==> config.mk <==
export PLATFORM = sky130hd
export DESIGN_NAME = clk_div_multi_flat
export DESIGN_NICKNAME = d
export VERILOG_FILES = /design/src/rtl/clk_div_pkg.sv /design/src/rtl/clk_div_if.sv /design/src/rtl/clk_div_chan.sv /design/src/rtl/clk_div_multi.sv /design/src/flat_wrapper.sv
export SDC_FILE = /design/constraint.sdc
export NUM_CORES = 1
export LEC_CHECK = 0
export CELL_PAD_IN_SITES_DETAIL_PLACEMENT = 2
export CELL_PAD_IN_SITES_GLOBAL_PLACEMENT = 2
export CORE_AREA = 2 2 308 310
export DETAILED_ROUTE_END_ITERATION = 10
export DIE_AREA = 0 0 310 312
export GPL_TIMING_DRIVEN = 0
export PLACE_DENSITY_LB_ADDON = 0.1
export SLEW_MARGIN = 20
export SYNTH_ARGS = -nofsm -noshare
export SYNTH_HDL_FRONTEND = slang
export SYNTH_SLANG_ARGS = --single-unit
==> constraint.sdc <==
create_clock -name clk -period 11.2 [get_ports clk]
set_input_delay 1.68 -clock clk [delete_from_list [all_inputs] [get_ports clk]]
set_output_delay 1.68 -clock clk [all_outputs]
set_load 0.1 [all_outputs]
==> src/rtl/clk_div_pkg.sv <==
// Shared constants and helpers for the multi-channel clock divider.
// Latency: n/a (package only).
// Backpressure: n/a.
package clk_div_pkg;

  localparam int          CNT_W_DEFAULT    = 32;
  localparam int unsigned DEF_HALF_DEFAULT = 1;

  // Half-period count for a wanted output frequency; 0 when f_out is 0.
  function automatic longint unsigned half_from_hz(input longint unsigned f_clk,
                                                   input longint unsigned f_out);
    return (f_out == 64'd0) ? 64'd0 : f_clk / (64'd2 * f_out);
  endfunction

endpackage

==> src/rtl/clk_div_if.sv <==
// Control and status bundle of the multi-channel divider.
// Latency: n/a (wires only).
// Backpressure: none; loads are single-cycle pulses, outputs are registered enables.
interface clk_div_if
  import clk_div_pkg::*;
#(
  parameter int NUM_CH = 4,
  parameter int CNT_W  = CNT_W_DEFAULT
);
  logic [NUM_CH-1:0]       en;
  logic                    sync_clr;
  logic [NUM_CH-1:0]       div_load;
  logic [NUM_CH*CNT_W-1:0] div_val;
  logic [NUM_CH-1:0]       clk_div;
  logic [NUM_CH-1:0]       tick;
  logic [NUM_CH-1:0]       pending;

  modport master (
    output en, sync_clr, div_load, div_val,
    input  clk_div, tick, pending
  );

  modport slave (
    input  en, sync_clr, div_load, div_val,
    output clk_div, tick, pending
  );
endinterface

==> src/rtl/clk_div_chan.sv <==
// One divider channel: square wave of period 2*N plus a tick on each toggle.
// Latency: first toggle N enabled cycles after reset/sync_clr; outputs registered.
// Backpressure: none; en=0 freezes the phase, new N waits for the next half-period boundary.
module clk_div_chan
  import clk_div_pkg::*;
#(
  parameter int          CNT_W    = CNT_W_DEFAULT,
  parameter int unsigned DEF_HALF = DEF_HALF_DEFAULT
) (
  input  logic             clk,
  input  logic             rst,
  input  logic             en,
  input  logic             sync_clr,
  input  logic             div_load,
  input  logic [CNT_W-1:0] div_val,
  output logic             clk_div,
  output logic             tick,
  output logic             pending
);

  logic [CNT_W-1:0] count;
  logic [CNT_W-1:0] half;
  logic [CNT_W-1:0] shadow;
  logic             off;
  logic             wrap;

  // A value loaded while frozen may be shorter than the frozen count, so
  // wrap on ">=" to end that half-period at once instead of rolling over.
  assign off  = (half == '0);
  assign wrap = (count >= half - CNT_W'(1));

  // Phase counter, output toggle and shadow-to-active handover of N.
  always_ff @(posedge clk or negedge rst) begin
    if (!rst) begin
      count   <= '0;
      half    <= CNT_W'(DEF_HALF);
      shadow  <= '0;
      pending <= 1'b0;
      clk_div <= 1'b0;
      tick    <= 1'b0;
    end else begin
      if (div_load) begin
        shadow <= div_val;
      end

      if (sync_clr) begin
        // Phase-align: a same-cycle load beats an older pending value.
        count   <= '0;
        clk_div <= 1'b0;
        tick    <= 1'b0;
        pending <= 1'b0;
        if (div_load) begin
          half <= div_val;
        end else if (pending) begin
          half <= shadow;
        end
      end else if (off || !en) begin
        // Nothing is in flight, so a pending value is taken on this edge.
        tick <= 1'b0;
        if (off) begin
          count   <= '0;
          clk_div <= 1'b0;
        end
        if (pending) begin
          half <= shadow;
        end
        pending <= div_load;
      end else if (wrap) begin
        // Half-period boundary: toggle and switch to the newest N.
        count   <= '0;
        clk_div <= ~clk_div;
        tick    <= 1'b1;
        pending <= 1'b0;
        if (div_load) begin
          half <= div_val;
        end else if (pending) begin
          half <= shadow;
        end
      end else begin
        count <= count + CNT_W'(1);
        tick  <= 1'b0;
        if (div_load) begin
          pending <= 1'b1;
        end
      end
    end
  end

endmodule

==> src/rtl/clk_div_multi.sv <==
// Multi-channel programmable divider: NUM_CH independent clk_div_chan instances.
// Latency: per channel, first toggle N enabled cycles after reset/sync_clr.
// Backpressure: none; sync_clr is shared, everything else is per channel.
module clk_div_multi
  import clk_div_pkg::*;
#(
  parameter int          NUM_CH   = 4,
  parameter int          CNT_W    = CNT_W_DEFAULT,
  parameter int unsigned DEF_HALF = DEF_HALF_DEFAULT
) (
  input  logic      clk,
  input  logic      rst,
  clk_div_if.slave  bus
);

  logic [NUM_CH-1:0] clk_div_w;
  logic [NUM_CH-1:0] tick_w;
  logic [NUM_CH-1:0] pending_w;

  for (genvar i = 0; i < NUM_CH; i++) begin : g_chan
    clk_div_chan #(
      .CNT_W    (CNT_W),
      .DEF_HALF (DEF_HALF)
    ) u_chan (
      .clk      (clk),
      .rst      (rst),
      .en       (bus.en[i]),
      .sync_clr (bus.sync_clr),
      .div_load (bus.div_load[i]),
      .div_val  (bus.div_val[i*CNT_W +: CNT_W]),
      .clk_div  (clk_div_w[i]),
      .tick     (tick_w[i]),
      .pending  (pending_w[i])
    );
  end

  assign bus.clk_div = clk_div_w;
  assign bus.tick    = tick_w;
  assign bus.pending = pending_w;

endmodule

==> src/flat_wrapper.sv <==
// flat-port wrapper written by rule: the top's interface ports become plain ports
module clk_div_multi_flat import clk_div_pkg::*;
#(
  parameter int          NUM_CH   = 4,
  parameter int          CNT_W    = CNT_W_DEFAULT,
  parameter int unsigned DEF_HALF = DEF_HALF_DEFAULT
)
  (clk, rst, bus_en, bus_sync_clr, bus_div_load, bus_div_val, bus_clk_div, bus_tick, bus_pending);
  clk_div_if #(.NUM_CH(NUM_CH), .CNT_W(CNT_W)) bus_i ();
  input  logic clk;
  input  logic rst;
  input wire logic [$bits(bus_i.en)-1:0] bus_en;
  input wire logic [$bits(bus_i.sync_clr)-1:0] bus_sync_clr;
  input wire logic [$bits(bus_i.div_load)-1:0] bus_div_load;
  input wire logic [$bits(bus_i.div_val)-1:0] bus_div_val;
  output wire logic [$bits(bus_i.clk_div)-1:0] bus_clk_div;
  output wire logic [$bits(bus_i.tick)-1:0] bus_tick;
  output wire logic [$bits(bus_i.pending)-1:0] bus_pending;
  assign bus_i.en = bus_en;
  assign bus_i.sync_clr = bus_sync_clr;
  assign bus_i.div_load = bus_div_load;
  assign bus_i.div_val = bus_div_val;
  assign bus_clk_div = bus_i.clk_div;
  assign bus_tick = bus_i.tick;
  assign bus_pending = bus_i.pending;
  clk_div_multi #(.NUM_CH(NUM_CH), .CNT_W(CNT_W), .DEF_HALF(DEF_HALF)) u_core (.clk(clk), .rst(rst), .bus(bus_i));
endmodule
==> results_dict.tcl, run 1 <==
set metrics [dict create \
    finalCritPeriodShare_pct 54.18 \
    timing.slew.headroom_pct 34.08 \
    post_synth_main_area_contributors "dfrtp_1 (42%), ha_1 (7.6%), mux2_2 (6.2%)" \
    num_rows 112 \
    timing.critical_path.slowest_cell_delay_ns 0.81 \
    p_leak_nw 11.16 \
    timing.setup.critical_path_class "register to register" \
    skew_ns 0.03561 \
    layout.cells.most_common "dfrtp_1" \
    setup_slack_placement_ns 4.217 \
    final_cell_mix "dfrtp_1 (392), nand2_1 (168), clkdlybuf4s50_1 (145)" \
    synth_enable_flop_cells 0 \
    design.core.area_um2 93050 \
    vdd_drop_max_mv 0.09901 \
    synth.ff_latch_count 396 \
    h-tree-depth 2 \
    detail_route.first_pass.iterations 4 \
    final.min_clock_period_ns 6.069 \
    ys_async_sr_fraction_pct 100.0 \
    power.share.sequential_pct 40.4 \
    dr.first_iter.drc_count 701 \
    worst_path_arrival_time_ns 6.60 \
    r2r_setup_slack_ns 5.13 \
    post-route-worst-setup-slack_ns 5.131 \
    setup_viol 0 \
    syn_nets 2595 \
    postSynthAreaPerCell_um2 9.999 \
    drc 0 \
    synth_area_um2 23160 \
    switching_power_mw 1.198 \
    worst_skew_pair.late_latency_ns 0.62 \
    final_hold_viol_count 0 \
    required_ns 11.73 \
    crit_path_capture_type "register" \
    post_dp_cell_area_um2 26310 \
    die_w_um 310 \
    final_nets 2800 \
    power.share.combinational_pct 15.3 \
    via_per_inst 5.112 \
    io_buffer_count 146 \
    top_level_pins 151 \
    power.internal_mw 3.033 \
    synthCells 2316 \
    fin_area_um2 28250 \
    cts_setup_buffers 0 \
    grt_first_pass_wirelength_um 129600 \
    syn_to_final_growth_pct 21.98 \
    globalRouteTotalUtil_pct 16.84 \
    tritoncts "yes" \
    antenna_violating_nets_post_route 0 \
    max_slew.worst_pin.slew_ns 0.9857 \
    pwr_density_cell_nw_per_um2 149.8 \
    rsz0062_at_grt "no" \
    initial_utilization_pct 24.89 \
    synth_largest_area_cell "dfrtp_1" \
    critical_path.slowest_cell "a2111oi_1" \
    count_of_warnings_emitted_by_yosys 0 \
    power_switching_share_pct 28.32 \
    clock_tree.root_cell "clkbuf_16" \
    vias_in_the_first_global_route 22050 \
    dieArea_um2 96720 \
    yosys.area.top_type_share_pct 42.36 \
    maxCapViolations 0 \
    clk_pin_slew_worst_paths_ns 0.06 \
    synthFlopType "dfrtp_1" \
    num_vias 19530 \
    crit_path_start_kind "register" \
    maximum_number_of_pins_on_one_net_before_global_route_repair 90 \
    die-height_um 312 \
    grt_remaining_overflow 0 \
    critical_path.max_fanout 10 \
    cts_resized 0 \
    outcome "finished clean" \
    postCtsHoldBufs 0 \
    cts_buffers 53 \
    clock_power_share_pct 44.3 \
    max_freq_mhz 164.8 \
    register_area_share_after_synthesis_pct 42.81 \
    ys_types 71 \
    clkSinkCount 396 \
    avgRoutedWirePerCell_um 21.10 \
    dpl.hpwl_um 60530 \
    hold_class "register to register" \
    initial_antenna_violation_count 5 \
    max-clock-path-buffers 3 \
    crit_chain "nor4_2, nand3_1, nor4_1, xnor2_1, ha_1, a21oi_1, o21ai_0, a2111oi_1, o211ai_1, a21oi_2, buf_2, buf_1, o211ai_1, nand3_1" \
    routability_congestion 0.7489 \
    slew_violations 0 \
    share_of_layout_cells_above_drive_strength_1_pct 12.44 \
    wirelength_um 80580 \
]
-- worst max-delay path: cells and delay by family (launching register included) --
kind	cells	cell delay [ns]
AOI/OAI and AO/OA	6	2.33
xor gates and xnor gates	1	0.20
adders and majority gates	1	0.28
buffers and inverters	2	0.99
DFF	1	0.46
and+or+nand+nor	4	1.71
-- cells in the mapped netlist, drive strengths merged (10+ instances only) --
library cell    n
o311ai         12
or4            26
nor2           91
nor4           39
nand2b         23
mux2          128
xor2           36
ha            140
and3           28
nand2         168
a2bb2oi        93
inv            53
and4           14
clkbuf         78
or3            40
a31oi          46
o21ai         121
nand3b         31
nand4          45
a21o           27
xnor2          81
a41oi          10
nor3b          11
and2           13
a21oi         105
dfrtp         392
nand3         110
nor3           84
a22o           13
o2bb2ai        33
a22oi          34
o22ai          64
buf            52
-- sequential cells by signal, indices dropped and copies added (netlist names) --
signal / flops
u_core.g_chan.u_chan.clk_div: 4
u_core.g_chan.u_chan.shadow: 128
u_core.g_chan.u_chan.tick: 4
u_core.g_chan.u_chan.half: 128
u_core.g_chan.u_chan.count: 128
u_core.g_chan.u_chan.pending: 4
-- layout make-up --
type	count	area, µm²
Antenna cell	2	5.005
Buffer	130	611.8
Clock buffer	74	1526
Clock inverter	24	389.1
Fill cell	10270	64800
Inverter	53	198.9
Multi-Input combinational cell	1737	12460
Sequential cell	396	9915
Tap cell	1254	1569
Timing Repair Buffer	150	1577
-- path summary, 6_finish.rpt --
path	startpoint	endpoint	cells after the start
hold / removal	u_core.g_chan[3].u_chan.shadow[26]	u_core.g_chan[3].u_chan.shadow[26]	1
setup / recovery	u_core.g_chan[0].u_chan.half[4]	u_core.g_chan[0].u_chan.count[21]	14
max in group asynchronous	rst	u_core.g_chan[1].u_chan.half[21]	3
hold reg to reg	u_core.g_chan[3].u_chan.shadow[26]	u_core.g_chan[3].u_chan.shadow[26]	1
setup reg to reg	u_core.g_chan[0].u_chan.half[4]	u_core.g_chan[0].u_chan.count[21]	14
min in group asynchronous	rst	u_core.g_chan[3].u_chan.shadow[18]	1
-- per-stage QoR --
| step | TNS (ns) | std cells | total power [mW] | hold slack [ns] | util [%] |
|---|---|---|---|---|---|
| 3_3_place_gp | -4224.82 | 3716 | 2.354 | 0.4805 | 28.15 |
| 4_1_cts | 0 | 3818 | 4.322 | 0.5043 | 30.33 |
| 6_report | 0 | 3820 | 4.231 | 0.4955 | 30.36 |
| 3_5_place_dp | 0 | 3720 | 2.394 | 0.4901 | 28.27 |
| 2_1_floorplan | 0 | 2316 | 2.104 | 0.4514 | - |
| 5_1_grt | 0 | 3818 | 4.457 | 0.5077 | 30.35 |
-- metal layers --
metal	vias up	global-route usage [%]	share of wire [%]	routed length [µm]
met3	94	1.919	2.2	1801
li1	9181	-	-	-
met5	-	0	0.040	32
met1	10080	22.92	48	38420
met2	169	28.60	48	38870
met4	4	3.634	1.8	1459
-- power by group through the flow --
| stage | clock [mW] | combinational, mW | sequential, mW |
|---|---|---|---|
| 4_1_cts | 1.95 | 0.665 | 1.71 |
| 5_1_grt | 2.00 | 0.728 | 1.73 |
| 6_report | 1.88 | 0.646 | 1.71 |
| 3_3_place_gp | 0 | 0.625 | 1.73 |
| 2_1_floorplan | 0 | 0.422 | 1.68 |
| 3_5_place_dp | 0 | 0.661 | 1.73 |
-- cells by family (layout without fill, tap and decap cells) --
family | Yosys count | after routing | share of synthesized area, %
and+or+nand+nor | 739 | 739 | 16.75
other | 0 | 2 | 0
xor gates and xnor gates | 117 | 117 | 4.425
DFF | 396 | 396 | 42.81
adders and majority gates | 140 | 140 | 7.564
muxes | 129 | 129 | 6.267
AOI/OAI and AO/OA | 612 | 612 | 18.68
buffers and inverters | 183 | 431 | 3.496
(Power assumes the default switching activity.)
==> run 2, diff against run 1 <==
==> constraint.sdc (replaced) <==
create_clock -name clk -period 5.89 [get_ports clk]
set_input_delay 0.8835 -clock clk [delete_from_list [all_inputs] [get_ports clk]]
set_output_delay 0.8835 -clock clk [all_outputs]
set_load 0.1 [all_outputs]
==> results_dict.tcl, run 2 (same netlist as run 1, synthesis figures left out) <==
set metrics [dict create \
    outcome "finished clean" \
    avgRoutedWirePerCell_um 21.12 \
    clkSinkCount 396 \
    post_dp_cell_area_um2 26310 \
    design.core.area_um2 93050 \
    critical_path.slowest_cell "or4_1" \
    antenna_violating_nets_post_route 0 \
    final_nets 2799 \
    vias_in_the_first_global_route 22060 \
    grt_remaining_overflow 0 \
    clock_tree.root_cell "clkbuf_16" \
    max-clock-path-buffers 3 \
    setup_viol 0 \
    finalPower_mw 8.050 \
    cts_setup_buffers 0 \
    maximum_number_of_pins_on_one_net_before_global_route_repair 90 \
    grt_first_pass_wirelength_um 129600 \
    final.min_clock_period_ns 5.470 \
    timing.critical_path.slowest_cell_delay_ns 0.69 \
    final_cell_mix "dfrtp_1 (392), nand2_1 (168), clkdlybuf4s50_1 (145)" \
    die-height_um 312 \
    top_level_pins 151 \
    p_leak_nw 11.19 \
    instances_no_fill 3818 \
    routability_congestion 0.7489 \
    worst_path_arrival_time_ns 6.02 \
    die_w_um 310 \
    hold_class "input pin to asynchronous set/reset pin" \
    dpl.hpwl_um 60530 \
    num_rows 112 \
    required_ns 6.44 \
    timing.slew.headroom_pct 34.08 \
    fin_area_um2 28300 \
    crit_chain "or4_1, nor3_1, nand2_1, or4_1, o41a_1, nor2_1, ha_1, and4_1, and2_1, and4_1, a221o_1, a21oi_1, clkbuf_2, o2111ai_1, nand3_1" \
    dr.first_iter.drc_count 718 \
    fill_cells 10260 \
    crit_path_start_kind "register" \
    globalRouteTotalUtil_pct 16.85 \
    worst_skew_pair.late_latency_ns 0.62 \
    finalHoldWorstSlack_ns 0.1985 \
    clk_pin_slew_worst_paths_ns 0.06 \
    syn_to_final_growth_pct 22.18 \
    detail_route.first_pass.iterations 6 \
    dieArea_um2 96720 \
    h-tree-depth 2 \
    cpLargestDelayFamily "simple AND/OR/NAND/NOR gates" \
    num_vias 19530 \
    max_freq_mhz 182.8 \
    drc 0 \
    vdd_drop_max_mv 0.1880 \
    crit_path_capture_type "register" \
    postCtsHoldBufs 0 \
    share_of_layout_cells_above_drive_strength_1_pct 12.88 \
    rsz0062_at_grt "yes" \
    layout.cells.most_common "dfrtp_1" \
    pwr_density_cell_nw_per_um2 284.5 \
    max_slew.worst_pin.slew_ns 0.9857 \
    final_hold_viol_count 0 \
    finalCritPeriodShare_pct 92.87 \
    initial_utilization_pct 24.89 \
    initial_antenna_violation_count 5 \
    dpl.cell_count 3720 \
    skew_ns 0.03158 \
    timing.setup.critical_path_class "register to register" \
    cts_buffers 53 \
    via_per_inst 5.114 \
    cp.buffers_inverters 1 \
    largest_registers "u_core.g_chan.u_chan.count: 128 flops, u_core.g_chan.u_chan.half: 128 flops, u_core.g_chan.u_chan.shadow: 128 flops" \
    maxCapViolations 0 \
    wirelength_um 80620 \
    critical_path.max_fanout 10 \
    tritoncts "yes" \
    slew_violations 0 \
    io_buffer_count 146 \
]
## run 2: changes by cell type in the layout (fill, tap and decap cells not counted), moves of 2 or more
cell	delta
buf_1	-2
clkbuf_1	-6
clkbuf_2	+6
nor4_2	-2
nor4_4	+2
## run 2: worst paths after layout
path	startpoint	end	slack, ns	cells after the start
max	u_core.g_chan[3].u_chan.half[5]	u_core.g_chan[3].u_chan.count[18]	0.42	15
min	rst	u_core.g_chan[3].u_chan.shadow[18]	0.20	1
max reg2reg	u_core.g_chan[3].u_chan.half[5]	u_core.g_chan[3].u_chan.count[18]	0.42	15
min reg2reg	u_core.g_chan[3].u_chan.shadow[26]	u_core.g_chan[3].u_chan.shadow[26]	0.50	1
max in group asynchronous	rst	u_core.g_chan[1].u_chan.half[21]	4.30	3
min in group clk	u_core.g_chan[3].u_chan.shadow[26]	u_core.g_chan[3].u_chan.shadow[26]	0.50	1
## run 2: final cells by class
class | count | area (µm²) | share of cell area (%)
clock buffer | 74 | 1526 | 5.395
timing repair buffer | 150 | 1577 | 5.572
antenna | 1 | 2.502 | 0.008844
clock inverter | 24 | 389.1 | 1.375
sequential | 396 | 9915 | 35.04
tap | 1254 | 1569 | 5.545
buffer | 129 | 616.8 | 2.180
multi-input combinational | 1737 | 12500 | 44.18
inverter | 53 | 198.9 | 0.7031
## run 2: stage by stage
step	utilization (%)	setup slack, ns	setup TNS (ns)
finish	30.41	0.4199	0
global route	30.41	-0.005093	-0.005093
CTS	30.37	0.04053	0
detailed placement	28.27	-1.093	-62.08
global placement	28.15	-15.32	-6090.78
floorplan	-	1.369	0
## run 2: per-layer routing
metal / share of wire, % / GRT usage (%) / vias to the layer above
met5: 0.040 / 0 / -
met3: 2.3 / 1.919 / 92
li1: - / - / 9179
met2: 48 / 28.63 / 166
met1: 48 / 22.90 / 10080
met4: 1.8 / 3.634 / 4
## run 2: repair_timing
item / 4_1_cts / 5_1_grt
setup endpoints to repair: 135 / 150
resized for setup: 9 / 12
hold endpoints to repair: 0 / 0
## run 2: report_power, final
part	internal, mW	switching (mW)	leakage (nW)
Sequential	2.97	0.285	4.89
Combinational	0.595	0.637	5.37
Clock	2.21	1.36	0.930
Total	5.77	2.28	11.2
==> run 3, diff against run 2 <==
--- a/config.mk
+++ b/config.mk
@@ -5,14 +5,16 @@
 export SDC_FILE = /design/constraint.sdc
 export NUM_CORES = 1
 export LEC_CHECK = 0
+export ABC_CLOCK_PERIOD_IN_PS = 5890
 export CELL_PAD_IN_SITES_DETAIL_PLACEMENT = 2
 export CELL_PAD_IN_SITES_GLOBAL_PLACEMENT = 2
-export CORE_AREA = 2 2 308 310
+export CORE_AREA = 2 2 247 249
 export DETAILED_ROUTE_END_ITERATION = 10
-export DIE_AREA = 0 0 310 312
+export DIE_AREA = 0 0 249 251
 export GPL_TIMING_DRIVEN = 0
 export PLACE_DENSITY_LB_ADDON = 0.1
 export SLEW_MARGIN = 20
 export SYNTH_ARGS = -nofsm -noshare
 export SYNTH_HDL_FRONTEND = slang
+export SYNTH_HIERARCHICAL = 1
 export SYNTH_SLANG_ARGS = --single-unit
==> results_dict.tcl, run 3 <==
set metrics [dict create \
    outcome "finished clean" \
    top_level_pins 151 \
    final_cell_mix "dfrtp_1 (392), nand2_1 (183), clkdlybuf4s50_1 (144)" \
    count_of_warnings_emitted_by_yosys 6 \
    num_rows 90 \
    post_synth_most_frequent_cells "dfrtp_1 (392), nand2_1 (183), ha_1 (140)" \
    crit_path_capture_type "register" \
    post_synth_main_area_contributors "dfrtp_1 (43%), ha_1 (7.6%), mux2_2 (6.3%)" \
    cts_buffers 48 \
    finalCritPeriodShare_pct 91.53 \
    setup_slack_placement_ns 0.5870 \
    globalRouteTotalUtil_pct 24.25 \
    synth_largest_area_cell "dfrtp_1" \
    grt_first_pass_wirelength_um 122200 \
    die_w_um 249 \
    synth_enable_flop_cells 0 \
    final_nets 2739 \
    cts_resized 0 \
    initial_antenna_violation_count 0 \
    synthCells 2260 \
    clkSinkCount 396 \
    timing.setup.critical_path_class "register to register" \
    hold_class "input pin to asynchronous set/reset pin" \
    io_buffer_count 146 \
    maximum_number_of_pins_on_one_net_before_global_route_repair 89 \
    routability_congestion 0.8075 \
    clk_pin_slew_worst_paths_ns 0.06 \
    share_of_layout_cells_above_drive_strength_1_pct 13.70 \
    skew_ns 0.01952 \
    cts_setup_buffers 0 \
    syn_nets 2539 \
    worst_skew_pair.late_latency_ns 0.59 \
    drc 0 \
    p_leak_nw 10.88 \
    dieArea_um2 62500 \
    initial_utilization_pct 38.57 \
    vdd_drop_max_mv 0.2215 \
    postCtsHoldBufs 0 \
    max_slew.worst_pin.slew_ns 1.067 \
    antenna_violating_nets_post_route 0 \
    worst_path_arrival_time_ns 5.84 \
    postSynthAreaPerCell_um2 10.20 \
    detail_route.first_pass.iterations 5 \
    setup_viol 0 \
    post-route-worst-setup-slack_ns 0.4991 \
    dr.first_iter.drc_count 870 \
    final.min_clock_period_ns 5.391 \
    largest_registers "u_core/g_chan.u_chan/count: 128 flops, u_core/g_chan.u_chan/half: 128 flops, u_core/g_chan.u_chan/shadow: 128 flops" \
    synth.most_common_cell "dfrtp_1" \
    max_freq_mhz 185.5 \
    yosys.area.top_type_share_pct 42.54 \
    pwr_density_cell_nw_per_um2 276.8 \
    register_area_share_after_synthesis_pct 42.99 \
    vias_in_the_first_global_route 21700 \
    num_vias 19220 \
    avgRoutedWirePerCell_um 22.93 \
    syn_to_final_growth_pct 18.11 \
    required_ns 6.34 \
    die-height_um 251 \
    ys_async_sr_fraction_pct 100.0 \
    crit_path_start_kind "register" \
    maxCapViolations 0 \
    via_per_inst 5.857 \
    layout.cells.most_common "dfrtp_1" \
    critical_path.max_fanout 10 \
    design.core.area_um2 59790 \
    dpl.hpwl_um 56100 \
    ys_types 70 \
    wirelength_um 75230 \
    slew_violations 0 \
    synth_area_um2 23060 \
    fin_util_pct 45.55 \
    max-clock-path-buffers 3 \
    fill_cells 6228 \
    clock_tree.root_cell "clkbuf_16" \
    final_hold_viol_count 0 \
    rsz0062_at_grt "no" \
    grt_remaining_overflow 0 \
    synth.ff_latch_count 396 \
    h-tree-depth 2 \
    tritoncts "yes" \
    timing.slew.headroom_pct 28.29 \
    synthFlopType "dfrtp_1" \
]
==> run 3: cell types whose count changed after synthesis, moves of 28 or more <==
cell | previous run | this run
o22ai_1 | 64 | 129
o21ai_0 | 110 | 61
a2bb2oi_2 | 0 | 41
clkbuf_1 | 78 | 41
o2bb2ai_1 | 33 | 0
or3_1 | 40 | 71
a22oi_2 | 30 | 0
nand3b_1 | 31 | 3
==> run 3: worst paths after layout <==
check	start	endpoint	slack [ns]	depth (start not counted)
worst min register to register	u_core/g_chan[1].u_chan/clk_div	u_core/g_chan[1].u_chan/clk_div	0.50	1
worst max register to register	u_core/g_chan[1].u_chan/half[5]	u_core/g_chan[1].u_chan/count[23]	0.50	15
max in group asynchronous	rst	u_core/g_chan[2].u_chan/half[21]	3.91	4
worst min-delay path	rst	u_core/g_chan[1].u_chan/half[29]	0.24	1
worst max-delay path	u_core/g_chan[1].u_chan/half[5]	u_core/g_chan[1].u_chan/count[23]	0.50	15
min in group clk	u_core/g_chan[1].u_chan/clk_div	u_core/g_chan[1].u_chan/clk_div	0.50	1
==> run 3: logic make-up (layout without fill, tap and decap cells) <==
family	count (synthesis)	count (layout)	synth area share, %
other	0	2	0
multiplexers	133	133	6.467
AND/OR/NAND/NOR	757	757	17.12
flip-flops	396	396	42.99
XOR/XNOR	121	121	4.596
buffers and inverters	155	392	3.169
AO/OA/AOI/OAI	558	558	18.06
adder cells (fa/ha/maj)	140	140	7.596
==> run 3: cell type report <==
cell class                      count  area, µm²  share of cell area [%]
Antenna cell                        2      5.005                 0.01838
Sequential cell                   396       9915                   36.40
Multi-Input combinational cell   1709      12420                   45.60
Clock buffer                       73       1406                   5.164
Clock inverter                     14      209.0                  0.7672
Buffer                            110      561.8                   2.063
Timing Repair Buffer              150       1572                   5.770
Tap cell                          782      978.4                   3.592
Inverter                           45      168.9                  0.6202
==> run 3: per-stage QoR <==
step	setup TNS, ns	cell area [µm²]	hold slack, ns	instances	power, mW
after floorplan	0	23060	0.4707	2260	4.001
after global placement	-5661.07	25500	0.4675	3188	4.412
after detailed placement	0	25620	0.4823	3192	4.514
after CTS	0	27230	0.2465	3279	7.646
after global routing	0	27230	0.2749	3279	7.888
final	0	27240	0.2358	3281	7.538
==> run 3: critical path: stages (launching register included) <==
cell      delay (ns)
dfrtp_1         0.41
or4_1           0.61
nor3_1          0.34
nand3_1         0.38
or3_1           0.53
nor4_1          0.29
xnor2_1         0.17
ha_1            0.27
a21o_1          0.18
a21o_1          0.17
a221oi_1        0.32
o21ai_0         0.25
nor3_1          0.47
clkbuf_1        0.57
nand3_1         0.15
o311ai_0        0.14
==> run 3: power breakdown <==
group	leakage, nW	switching [mW]	internal (mW)
Clock	0.790	1.21	1.86
Combinational	5.24	0.604	0.611
Sequential	4.85	0.285	2.96
==> run 3: routing by layer <==
layer  global-route usage [%]  vias to the layer above  wire length, µm
met3                    2.537                       89             1559
met2                    43.55                      204            38240
met1                    31.28                     9959            34010
li1                         -                     8964                -
met5                        0                        -                0
met4                    5.887                        0             1426
